## src/rtl/vect_quad_fold.sv

```systemverilog
// Quadrant pre-fold and angle post-correction around a vectoring CORDIC pipeline.
// Left-half-plane vectors are rotated by 180 degrees on entry, and the full-circle angle is restored on exit.
module vect_quad_fold #(
    parameter int N      = 16,
    parameter int STAGE  = 16,
    parameter int ANG_PI = 18000
) (
    input  logic         clk,
    input  logic         rst,
    input  logic         in_valid,
    input  logic [N-1:0] x_in,
    input  logic [N-1:0] y_in,
    output logic [N-1:0] x_fold,
    output logic [N-1:0] y_fold,
    input  logic [N-1:0] r_pipe,
    input  logic [N-1:0] ang_pipe,
    output logic         out_valid,
    output logic [N-1:0] r_out,
    output logic [N-1:0] angle_out,
    output logic [1:0]   quad_out
);

    typedef struct packed {
        logic       valid;
        logic       flip;
        logic [1:0] quad;
    } tag_t;

    localparam logic [N-1:0]        MOST_NEG = {1'b1, {(N-1){1'b0}}};
    localparam logic [N-1:0]        MOST_POS = {1'b0, {(N-1){1'b1}}};
    localparam logic signed [N:0]   PI_W     = (N+1)'(ANG_PI);
    localparam logic signed [N:0]   TWO_PI_W = (N+1)'(2 * ANG_PI);

    // The most negative code has no positive twin, so it clamps to full scale.
    function automatic logic [N-1:0] neg_sat(input logic [N-1:0] v);
        if (v == MOST_NEG) begin
            return MOST_POS;
        end
        return (~v) + 1'b1;
    endfunction

    logic         in_flip;
    logic [1:0]   in_quad;
    logic [N-1:0] x_fold_d;
    logic [N-1:0] y_fold_d;

    always_comb begin
        in_flip  = x_in[N-1];
        in_quad  = {y_in[N-1], x_in[N-1] ^ y_in[N-1]};
        x_fold_d = in_flip ? neg_sat(x_in) : x_in;
        y_fold_d = in_flip ? neg_sat(y_in) : y_in;
    end

    always_ff @(posedge clk or negedge rst) begin
        if (!rst) begin
            x_fold <= '0;
            y_fold <= '0;
        end else if (in_valid) begin
            x_fold <= x_fold_d;
            y_fold <= y_fold_d;
        end
    end

    // The tag travels alongside x_fold, then through a line as deep as the pipeline.
    tag_t tag_fold;
    tag_t tag_line [STAGE];
    tag_t tag_tail;

    always_ff @(posedge clk or negedge rst) begin
        if (!rst) begin
            tag_fold <= '0;
        end else begin
            tag_fold <= {in_valid, in_flip, in_quad};
        end
    end

    always_ff @(posedge clk or negedge rst) begin
        if (!rst) begin
            for (int i = 0; i < STAGE; i++) begin
                tag_line[i] <= '0;
            end
        end else begin
            tag_line[0] <= tag_fold;
            for (int i = 1; i < STAGE; i++) begin
                tag_line[i] <= tag_line[i-1];
            end
        end
    end

    assign tag_tail = tag_line[STAGE-1];

    logic signed [N:0] ang_ext;
    logic signed [N:0] ang_sum;
    logic [N-1:0]      angle_corr;

    // One extra bit keeps the +/-180 offset from overflowing before the wrap.
    always_comb begin
        ang_ext = {ang_pipe[N-1], ang_pipe};
        ang_sum = ang_ext;
        if (tag_tail.flip) begin
            if (tag_tail.quad == 2'd1) begin
                ang_sum = ang_ext + PI_W;
            end else if (tag_tail.quad == 2'd2) begin
                ang_sum = ang_ext - PI_W;
            end
        end
        angle_corr = N'(ang_sum);
        if (ang_sum > PI_W) begin
            angle_corr = N'(ang_sum - TWO_PI_W);
        end else if (ang_sum <= -PI_W) begin
            angle_corr = N'(ang_sum + TWO_PI_W);
        end
    end

    always_ff @(posedge clk or negedge rst) begin
        if (!rst) begin
            out_valid <= 1'b0;
            r_out     <= '0;
            angle_out <= '0;
            quad_out  <= '0;
        end else begin
            out_valid <= tag_tail.valid;
            if (tag_tail.valid) begin
                r_out     <= r_pipe;
                angle_out <= angle_corr;
                quad_out  <= tag_tail.quad;
            end
        end
    end

endmodule

```

## config.mk

```make
export PLATFORM = sky130hd
export DESIGN_NAME = vect_quad_fold
export DESIGN_NICKNAME = d
export VERILOG_FILES = /design/src/rtl/vect_quad_fold.sv
export SDC_FILE = /design/constraint.sdc
export NUM_CORES = 1
export LEC_CHECK = 0
export ABC_AREA = 1
export ABC_CLOCK_PERIOD_IN_PS = 5800
export CORE_AREA = 2 2 145 147
export CTS_CLUSTER_SIZE = 8
export DETAILED_ROUTE_END_ITERATION = 16
export DIE_AREA = 0 0 147 149
export PLACE_DENSITY = 0.55
export SLEW_MARGIN = 20
export SYNTH_ARGS = -nofsm -noshare
export SYNTH_HDL_FRONTEND = slang
export SYNTH_SLANG_ARGS = --single-unit
```

## constraint.sdc

```tcl
create_clock -name clk -period 5.8 [get_ports clk]
set_input_delay 1.16 -clock clk [delete_from_list [all_inputs] [get_ports clk]]
set_output_delay 1.16 -clock clk [all_outputs]
set_load 0.05 [all_outputs]
```

==> metrics.txt <==
MaxCap Viol Count 0; CTS HTree Levels 4; fin crit share between 50 and 60%; register bit total from synthesis 135; clk_skew 0.00907 ns; Pint 1.89 mW; Area Growth Syn to Fin 36.1%; Adder-Cell Fraction of Synth Area under 10%; fin util roughly two fifths; CP max stage cell clkdlybuf4s50_1; min Tclk post-route ~3.5 ns; Initial DRC Count approximately 260; Post-CTS Setup Bufs 0; Worst Path Arrival 3.78 ns; Post-DRT Antenna Nets 0; number of vias per cell 4.50; Max stage delay on crit path 0.53 ns; crit-path most repeated cell nand2_1; status complete, no violations; placed cells 1,136; Clk Latency, worst-skew pair 0.41 ns; Fillers 2,093; setup TNS 0 ns; initial antenna violation count 0; global-route wire length before repair 26.5 mm; Synth top area share between 50% and 60%; post-synthesis cell type count 39; main combinational cell family by area after synthesis simple AND/OR/NAND/NOR gates; placement-stage cell area 0.00785 mm2; delay-heaviest family, CP simple AND/OR/NAND/NOR gates; critical path required time 6.10 ns; Final nets 955; Least-Margin Pin Slew 0.803 ns; Max VDD drop 183 uV; ys async rst share 100%; Core ar. 0.0206 mm2; CP Class in2reg; synth warn 0; clk buf depth 2; DRC 0; Setup crit end kind flip-flop; critical path peak fanout 10; vias in the first global route between 5,000 and 6,000; gr usage total between 10% and 20%; WL final 16.1 mm; list of most frequent post-synthesis cells nand2_1 (252), dfrtp_1 (135), nor2_1 (66); PwrDens 333 mW/mm2; Final Hold Vio Count 0; DIE AREA roughly 0.022 mm2; Die Wd 147 um; CP Cell Sequence clkdlybuf4s50_1 > inv_1 > ha_1 > inv_1 > nand2_1 > o21ai_1 > nand2_1 > nand2_1 > nand2_1 > inv_2 > ha_1 > nand3_1 > nand2_1 > nand2_1 > nand2_1 > nand3_1 > nand2_1 > nand2_4 > nand2_2 > nand2_2 > inv_2 > nand2_1 > nand3_1 > nand2_1; Clock Power Share 38.4%; Ports 134; complex-gate fraction of the synthesized area 6.09%; vias 5,261; most numerous cell in the Yosys netlist nand2_1; setup violators final 0; Post-Syn Area 0.00620 mm2; hpwl dp 11.2 mm; WL/cell 13.7 um; CTS tree done; largest area contributor in the netlist dfrtp_1; cts hold-fix bufs 0; top cells by area, synth dfrtp_1 (54%), nand2_1 (15%), nand3_1 (4.4%); FP Rows between 50 and 60; PortBufs ~130; post-synthesis sequential area ratio 54.5%; Ant. Diodes 0; sequential share of power 37.9%; Post-Layout Cell Count around 1,200; Slew headroom 46.4%; Die H 149 um; Simple-Gate Fraction of Synth Area 28.8%; # clock sinks 135; CTS buffer count 17; Post-Synth XOR/XNOR Area between 3 and 4%; Final Slew Violations 0; global route overflow 0; Post-synth EDFFs 0; drt first pass iters 4; achievable clock frequency 287 MHz; cell count after synthesis 740; Root Buffer clkbuf_16; Comb pwr share 23.7%; Sw Share 32.7%; gpl congestion roughly 0.9; Syn Nets a little over 800; RSZ-0062 raised after global routing no; syn avg cell area 8.38 um2; worst min-delay path category reg2reg; clk slew on worst S/H paths around 0.060 ns; layout cells sized above 1 9.18%; multiplexer share of the synthesized area 0%; crit path launch type input pin; ys flop type dfrtp_1; largest net degree at the start of global routing 87; static leakage 3.98 nW; initial core utilization a little under a third; post-route cell area 0.00844 mm2; # resized after CTS 0; Psw about 0.92 mW; Worst Path Buf+Inv 5
## final cells by class
class                   count  area, um2  area share (%)
flip-flops and latches    135       3380            40.0
multi-input cells         520       2490            29.5
repair buffers            139       1380            16.3
clock buffers              17        425            5.04
well taps                 275        344            4.08
inverters                  67        254            3.01
clock inverters            15        168            1.99
## metrics by stage
stage | total power, mW | hold slack, ns | setup WS (ns)
after floorplan | 1.49 | 0.331 | 2.81
after global placement | 1.75 | 0.332 | 1.89
after detailed placement | 1.75 | 0.335 | 1.92
after CTS | 2.86 | 0.344 | 2.34
after global routing | 2.96 | 0.352 | 2.00
final | 2.81 | 0.342 | 2.32
## power by group through the flow
stage	logic, mW	registers [mW]	clock network (mW)
finish	0.668	1.07	1.08
global route	0.727	1.08	1.16
CTS	0.675	1.07	1.11
detailed placement	0.672	1.08	0
global placement	0.673	1.08	0
floorplan	0.215	1.28	0
## path summary, 6_finish.rpt
path	end	slack, ns	startpoint	depth (start not counted)
hold / removal	tag_line[31]$_DFF_PN0_	0.34	tag_line[35]$_DFF_PN0_	0
max in group asynchronous	tag_line[55]$_DFF_PN0_	3.87	rst	2
hold reg to reg	tag_line[31]$_DFF_PN0_	0.34	tag_line[35]$_DFF_PN0_	0
min in group asynchronous	r_out[0]$_DFFE_PN0P_	0.79	rst	1
setup reg to reg	angle_out[6]$_DFFE_PN0P_	3.18	tag_line[0]$_DFF_PN0_	21
setup / recovery	angle_out[6]$_DFFE_PN0P_	2.32	ang_pipe[4]	24
## per-layer routing
layer  global-route usage, %  up-vias  wire, um
li1                        -     2630         -
met1                    18.2     2457      6740
met2                    25.0      151      7460
met3                    7.22       23      1530
met4                    5.00        0       320
met5                       0        -         0
## layout by cell type (no fill, tap or decap), types with 3 or more instances in the layout
cell type / netlist / layout
a21oi_1: 25 / 25
or2_2: 4 / 4
nand4_1: 9 / 9
dfrtp_1: 135 / 135
clkbuf_16: 0 / 17
buf_4: 1 / 6
nand3b_1: 4 / 4
nand3_1: 55 / 55
xor2_1: 17 / 17
o21ai_0: 17 / 17
o22a_1: 3 / 3
a31oi_1: 8 / 8
nand2_4: 3 / 3
inv_6: 0 / 4
nor3_1: 10 / 10
ha_1: 8 / 8
clkdlybuf4s50_1: 0 / 132
clkinvlp_4: 0 / 3
nand2_2: 11 / 11
o22ai_1: 3 / 3
inv_1: 47 / 47
nor2_1: 66 / 66
xnor2_1: 9 / 9
inv_2: 18 / 18
nand2_1: 252 / 252
## logic make-up after synthesis
kind of cell | Yosys count
xor gates and xnor gates | 26
AOI/OAI and AO/OA | 65
adders and majority gates | 8
buffers and inverters | 85
and+or+nand+nor | 421
DFF | 135
## worst register-to-register path: cells and delay by family (launching register included)
kind / cells / cell delay [ns]
DFF: 1 / 0.41
AOI/OAI and AO/OA: 1 / 0.11
and+or+nand+nor: 17 / 1.62
adders and majority gates: 1 / 0.16
buffers and inverters: 2 / 0.21
## state kept, by name, indices dropped and copies added, names as in the netlist
register / flops
quad_out: 2
y_fold: 16
angle_out: 16
r_out: 16
tag_line: 64
out_valid: 1
x_fold: 16
tag_fold: 4
(Power assumes the default switching activity.)
==> variant 1, RTL diff (same flow settings) <==
Set the parameter `STAGE` to 32 (it was 16).
--- a/src/rtl/vect_quad_fold.sv
+++ b/src/rtl/vect_quad_fold.sv
@@ -4,3 +4,3 @@
     parameter int N      = 16,
-    parameter int STAGE  = 16,
+    parameter int STAGE  = 32,
     parameter int ANG_PI = 18000
Function: no difference found for any inputs over 10 cycles, from zero or initial values and one cycle with rst low; that may be too few to reach the edited logic, so the function may still have changed.
==> variant 1 against the unedited design <==
Via count rose by 9.7%. Clock power rose by 19%. Sequential cell count rose by 64. Non-clock buffer count grew 1. Synthesized cell count up 11%. Critical path type unchanged. Hold slack gained 0.0014 ns. Fmax unchanged. Synthesized area is 29% higher. Final area grew 22%. Largest cell class unchanged. Routed wire length increased by 9.4%. Setup slack stayed put. Power up 25%.
==> variant 1: results (changes against the unedited design) <==
| Metric | Value |
|---|---|
| Run status | `finished, final reports clean (unchanged)` |
| Worst hold endpoint | `tag_line[35] (was tag_line[31])` |
| Clock latency on the worst-skew pair | `0.43 ns (was 0.41 ns)` |
| R2R depth | `14 (was 21)` |
| Largest net degree at the start of global routing | `100 (was 87)` |
| Vias per std cell | `4.602 (was 4.504)` |
| Diodes inserted | `0 (unchanged)` |
| GP Congestion | `0.8360 (was 0.8990)` |
| Min-delay src | `tag_line[39] (was tag_line[35])` |
| Clock buffers created by TritonCTS | `17 (unchanged)` |
| WP data arrival | `3.85 ns (was 3.78 ns)` |
| Clock Pin Slew Worst Setup and Hold Paths | `0.08 ns (was 0.06 ns)` |
| Top cells by area, synth | `dfrtp_1 (62%), nand2_1 (13%), nor2_1 (3.1%) (was dfrtp_1 (54%), nand2_1 (15%), nand3_1 (4.4%))` |
| Drt total wl | `17.56 mm (was 16.06 mm)` |
| Relative slew slack | `0.4921 (was 0.4644)` |
| FF-to-FF Start | `tag_line[2] (was tag_line[0])` |
| Crit Path Max Fanout | `7 (was 10)` |
| Filler Cell Count | `1914 (was 2093)` |
| Commonest cells post-synth | `nand2_1 (269), dfrtp_1 (199), nor2_1 (65), inv_1 (55), nand3_1 (42) (was nand2_1 (252), dfrtp_1 (135), nor2_1 (66), nand3_1 (55), inv_1 (47))` |
| Internal | `2.444 mW (was 1.894 mW)` |
| CTS hold repair buffers | `0 (unchanged)` |
| Synthesis Warnings | `0 (unchanged)` |
| Final-stage net count | `1041 (was 955)` |
| H-tree lvl count | `4 (unchanged)` |
| Routed len/inst | `14.00 um (was 13.75 um)` |
| Worst R2R End | `angle_out[7] (was angle_out[6])` |
| Synth unique cells | `38 (was 39)` |
| Max VDD drop | `0.2141 mV (was 0.1834 mV)` |
| Gr usage total | `0.1707 (was 0.1541)` |
| Starting DRT DRC Count | `208 (was 258)` |
| Max reg flops | `128 (was 64)` |
| Clk_skew | `0.01396 ns (was 0.009068 ns)` |
| Initial antenna violation count | `0 (unchanged)` |
| Worst Setup SP | `ang_pipe[4] (unchanged)` |
| Worst R2R Setup Slack | `3.16 ns (was 3.18 ns)` |
| Placed Cells incl. Taps | `1222 (was 1136)` |
| Leak | `4.845 nW (was 3.983 nW)` |
| Fraction of the yosys area taken by sequential cells | `0.6239 (was 0.5446)` |
| Share of cells above drive strength 1 | `0.09193 (was 0.09183)` |
| DP Wirelength | `12.17 mm (was 11.16 mm)` |
| Post-synth net total | `900 (was 815)` |
| Global-route wire length before repair | `29.53 mm (was 26.49 mm)` |
| Post-synthesis cell count | `825 (was 740)` |
| Vias in the first global route | `5917 (was 5209)` |
| Port Buffers | `133 (unchanged)` |
| Post-CTS setup buffers | `0 (unchanged)` |
==> variant 1: layout make-up <==
class	instances	area, um^2	area share
multi-input combinational	538	2654	0.2580
inverter	70	267.8	0.02603
clock buffer	17	425.4	0.04136
sequential	199	4980	0.4841
clock inverter	15	227.7	0.02214
timing repair buffer	140	1388	0.1349
tap	275	344.1	0.03345
==> variant 1: cell families (layout without fill, tap and decap cells) <==
group | after synthesis | after routing | share of synthesized area
buffers and inverters | 88 | 242 | 0.04358
AND/OR/NAND/NOR | 434 | 434 | 0.2362
flip-flops | 199 | 199 | 0.6239
XOR/XNOR | 30 | 30 | 0.03386
adder cells (fa/ha/maj) | 8 | 8 | 0.01254
AO/OA/AOI/OAI | 66 | 66 | 0.04985
==> variant 1: stage by stage <==
stage | hold WS (ns) | util | setup slack (ns) | cell area [um^2]
after floorplan | 0.3312 | - | 2.793 | 7981
after global placement | 0.3310 | 0.4686 | 1.932 | 9633
after detailed placement | 0.3347 | 0.4686 | 1.899 | 9633
after CTS | 0.3491 | 0.5004 | 2.341 | 10290
after global routing | 0.3540 | 0.5004 | 2.003 | 10290
final | 0.3438 | 0.5004 | 2.320 | 10290
==> variant 1: how the worst max path moves through the flow <==
stage                          endpoint  slack [ns]
after floorplan            angle_out[6]        2.79
after global placement    angle_out[15]        1.93
after detailed placement  angle_out[15]        1.90
after CTS                 angle_out[15]        2.34
after global routing      angle_out[10]        2.00
final                     angle_out[15]        2.32
==> variant 1: layer usage <==
layer	vias up	share of wire	global-route usage
li1	2891	-	-
met1	2724	0.44	0.2183
met2	131	0.48	0.2730
met3	25	0.067	0.05810
met4	0	0.016	0.06058
met5	-	0	0
==> variant 1: power groups by stage <==
| stage | combinational [mW] | sequential [mW] | clock [mW] |
|---|---|---|---|
| after global placement | 0.702 | 1.58 | 0 |
| after floorplan | 0.237 | 1.77 | 0 |
| after detailed placement | 0.702 | 1.58 | 0 |
| after CTS | 0.705 | 1.56 | 1.32 |
| final | 0.696 | 1.55 | 1.28 |
| after global routing | 0.761 | 1.57 | 1.38 |
==> variant 1: critical path, delay by kind of cell <==
kind | cells | cell delay, ns
buf+inv | 5 | 0.89
simple gates | 10 | 0.84
fa+ha+maj | 2 | 0.42
compound gates | 2 | 0.37
xor+xnor | 1 | 0.17
==> variant 2, RTL diff (same settings) <==
Without the edit above. Remove the register `out_valid`: a continuous assignment takes its place, so the output `out_valid` follows one clock earlier.
--- a/src/rtl/vect_quad_fold.sv
+++ b/src/rtl/vect_quad_fold.sv
@@ -116,3 +116,2 @@
         if (!rst) begin
-            out_valid <= 1'b0;
             r_out     <= '0;
@@ -121,3 +120,2 @@
         end else begin
-            out_valid <= tag_tail.valid;
             if (tag_tail.valid) begin
@@ -130,2 +128,4 @@
 
+    assign out_valid = tag_tail.valid;
+
 endmodule
Formal check against the unedited RTL: no difference found for any inputs over 10 cycles, from zero or initial values and one cycle with rst low; that may be too few to reach the edited logic, so the function may still have changed.
==> variant 2 against the unedited design <==
Power shrank 0.43%. Routed wire length shrank 3.3%. Synthesized area shrank 0.40%. Cell count shrank 0.17%. Final area shrank 0.36%. Highest routed layer unchanged. Clock power is essentially flat. Clock skew grew 0.0037 ns. Setup slack lost 0.035 ns. Sequential share of layout area shrank 0.15 points. Register-to-register slack lost 0.04 ns. Via count shrank 2.7%. Sequential cell count shrank 1. First-iteration DRC count shrank 7.4%. Core utilization shrank 0.15 points.
==> variant 2: results (changes against the unedited design) <==
| Metric | Value |
|---|---|
| Register bank with the most flops | `tag_line (unchanged)` |
| Post-CTS setup buffers | `0 (unchanged)` |
| Top_reg_cell synth | `dfrtp_1 (unchanged)` |
| Max VDD drop | `0.2081 mV (was 0.1834 mV)` |
| Clock buffer depth | `2 (unchanged)` |
| Commonest cells post-synth | `nand2_1 (252), dfrtp_1 (134), nor2_1 (66), nand3_1 (55), inv_1 (47) (was nand2_1 (252), dfrtp_1 (135), nor2_1 (66), nand3_1 (55), inv_1 (47))` |
| Crit Path Max Fanout | `11 (was 10)` |
| Drt pass-1 iters | `4 (unchanged)` |
| Clock Pin Slew Worst Setup and Hold Paths | `0.06 ns (about the same)` |
| Gr usage total | `0.1473 (was 0.1541)` |
| Count leader, synth | `nand2_1 (unchanged)` |
| Clock latency on the worst-skew pair | `0.41 ns (about the same)` |
| Top cells by area, synth | `dfrtp_1 (54%), nand2_1 (15%), nand3_1 (4.5%) (was dfrtp_1 (54%), nand2_1 (15%), nand3_1 (4.4%))` |
| Final-stage net count | `953 (was 955)` |
| Clock root cell | `clkbuf_16 (unchanged)` |
| DP Wirelength | `10.98 mm (was 11.16 mm)` |
| Post_cts resized | `0 (unchanged)` |
| Vias per std cell | `4.389 (was 4.504)` |
| Slew at the pin closest to its max-slew limit | `0.8549 ns (was 0.8033 ns)` |
| Diodes inserted | `0 (unchanged)` |
| Filler Cell Count | `2103 (was 2093)` |
| Synth unique cells | `39 (unchanged)` |
| Port Buffers | `133 (unchanged)` |
| Leak | `3.969 nW (was 3.983 nW)` |
| Initial antenna violation count | `1 (was 0)` |
| Min-delay worst type | `reg -> reg (unchanged)` |
| Routed len/inst | `13.32 um (was 13.75 um)` |
| Fraction of registers with async set/reset | `1.000 (unchanged)` |
| Run status | `finished, final reports clean (unchanged)` |
| Share of cells above drive strength 1 | `0.08979 (was 0.09183)` |
| Post-synth net total | `814 (was 815)` |
| Largest net degree at the start of global routing | `95 (was 87)` |
| Max reg flops | `63 (was 64)` |
| Clock buffers created by TritonCTS | `17 (unchanged)` |
| Synthesis Warnings | `0 (unchanged)` |
| Clk_skew | `0.01274 ns (was 0.009068 ns)` |
| Starting DRT DRC Count | `239 (was 258)` |
| H-tree lvl count | `4 (unchanged)` |
| WP data arrival | `3.86 ns (was 3.78 ns)` |
| GP Congestion | `0.8634 (was 0.8990)` |
| Global-route wire length before repair | `25.57 mm (was 26.49 mm)` |
| Fraction of the yosys area taken by sequential cells | `0.5427 (was 0.5446)` |
| Vias in the first global route | `5095 (was 5209)` |
-- variant 2: cell count changes after synthesis --
cell	unedited run	this run
dfrtp_1	135	134
-- variant 2: final timing paths --
check                                 start           end  slack [ns]  cells past startpoint
worst max-delay path            ang_pipe[4]  angle_out[8]        2.28                     24
worst min-delay path            tag_line[9]   tag_line[5]        0.34                      0
worst max register to register  tag_line[2]  angle_out[8]        3.14                     19
worst min register to register  tag_line[9]   tag_line[5]        0.34                      0
max in group asynchronous               rst      r_out[9]        3.91                      2
min in group asynchronous               rst   quad_out[0]        0.81                      1
-- variant 2: power by group --
| group | leakage (nW) | internal, mW | switching (mW) | total [mW] |
|---|---|---|---|---|
| Combinational | 2.11 | 0.224 | 0.440 | 0.664 |
| Clock | 0.288 | 0.647 | 0.430 | 1.08 |
| Sequential | 1.57 | 1.02 | 0.0414 | 1.06 |
| Total | 3.97 | 1.89 | 0.912 | 2.80 |
-- variant 2: stage by stage --
step | std cells | hold slack (ns) | setup slack, ns | cell area [um^2]
3_5_place_dp | 1134 | 0.3347 | 1.893 | 7815
2_1_floorplan | 739 | 0.3312 | 2.810 | 6178
6_report | 1166 | 0.3415 | 2.285 | 8411
4_1_cts | 1166 | 0.3423 | 2.335 | 8411
3_3_place_gp | 1134 | 0.3315 | 1.928 | 7815
5_1_grt | 1166 | 0.3478 | 1.968 | 8411
-- variant 2: worst max-delay path: stages --
cell and delay [ns]:
clkdlybuf4s50_1 0.53, inv_1 0.09, ha_1 0.19, inv_1 0.07, nand2_1 0.07, nand2_1 0.10
nand2_1 0.08, nand3_1 0.09, nand2_1 0.05, nand2_1 0.36, nand2_1 0.14, inv_1 0.08
nand2_1 0.05, nand2_1 0.06, nand3_1 0.07, nand2_1 0.11, nand2_4 0.10, nand2_2 0.12
nand2_1 0.07, nand2_1 0.08, nand2_1 0.05, nand2_1 0.05, nand2_1 0.04, nand2_1 0.06
-- variant 2: layout make-up --
class | count | share of cell area
Sequential cell | 134 | 0.3987
Multi-Input combinational cell | 520 | 0.2965
Timing Repair Buffer | 138 | 0.1629
Clock buffer | 18 | 0.05103
Tap cell | 275 | 0.04091
Inverter | 67 | 0.03020
Clock inverter | 14 | 0.01979
-- variant 2: per-layer routing --
metal | vias up | GRT usage | wire [um]
li1 | 2621 | - | -
met1 | 2341 | 0.1852 | 6926
met2 | 147 | 0.2329 | 7224
met3 | 8 | 0.05841 | 1253
met4 | 0 | 0.04952 | 131
met5 | - | 0 | 0
-- variant 2: cells by family (layout without fill, tap and decap cells) --
kind of cell / Yosys count / in the layout / synth area share
flops: 134 / 134 / 0.5427
compound gates: 65 / 65 / 0.06116
buf+inv: 85 / 237 / 0.05367
xor+xnor: 26 / 26 / 0.03686
simple gates: 421 / 421 / 0.2894
fa+ha+maj: 8 / 8 / 0.01620
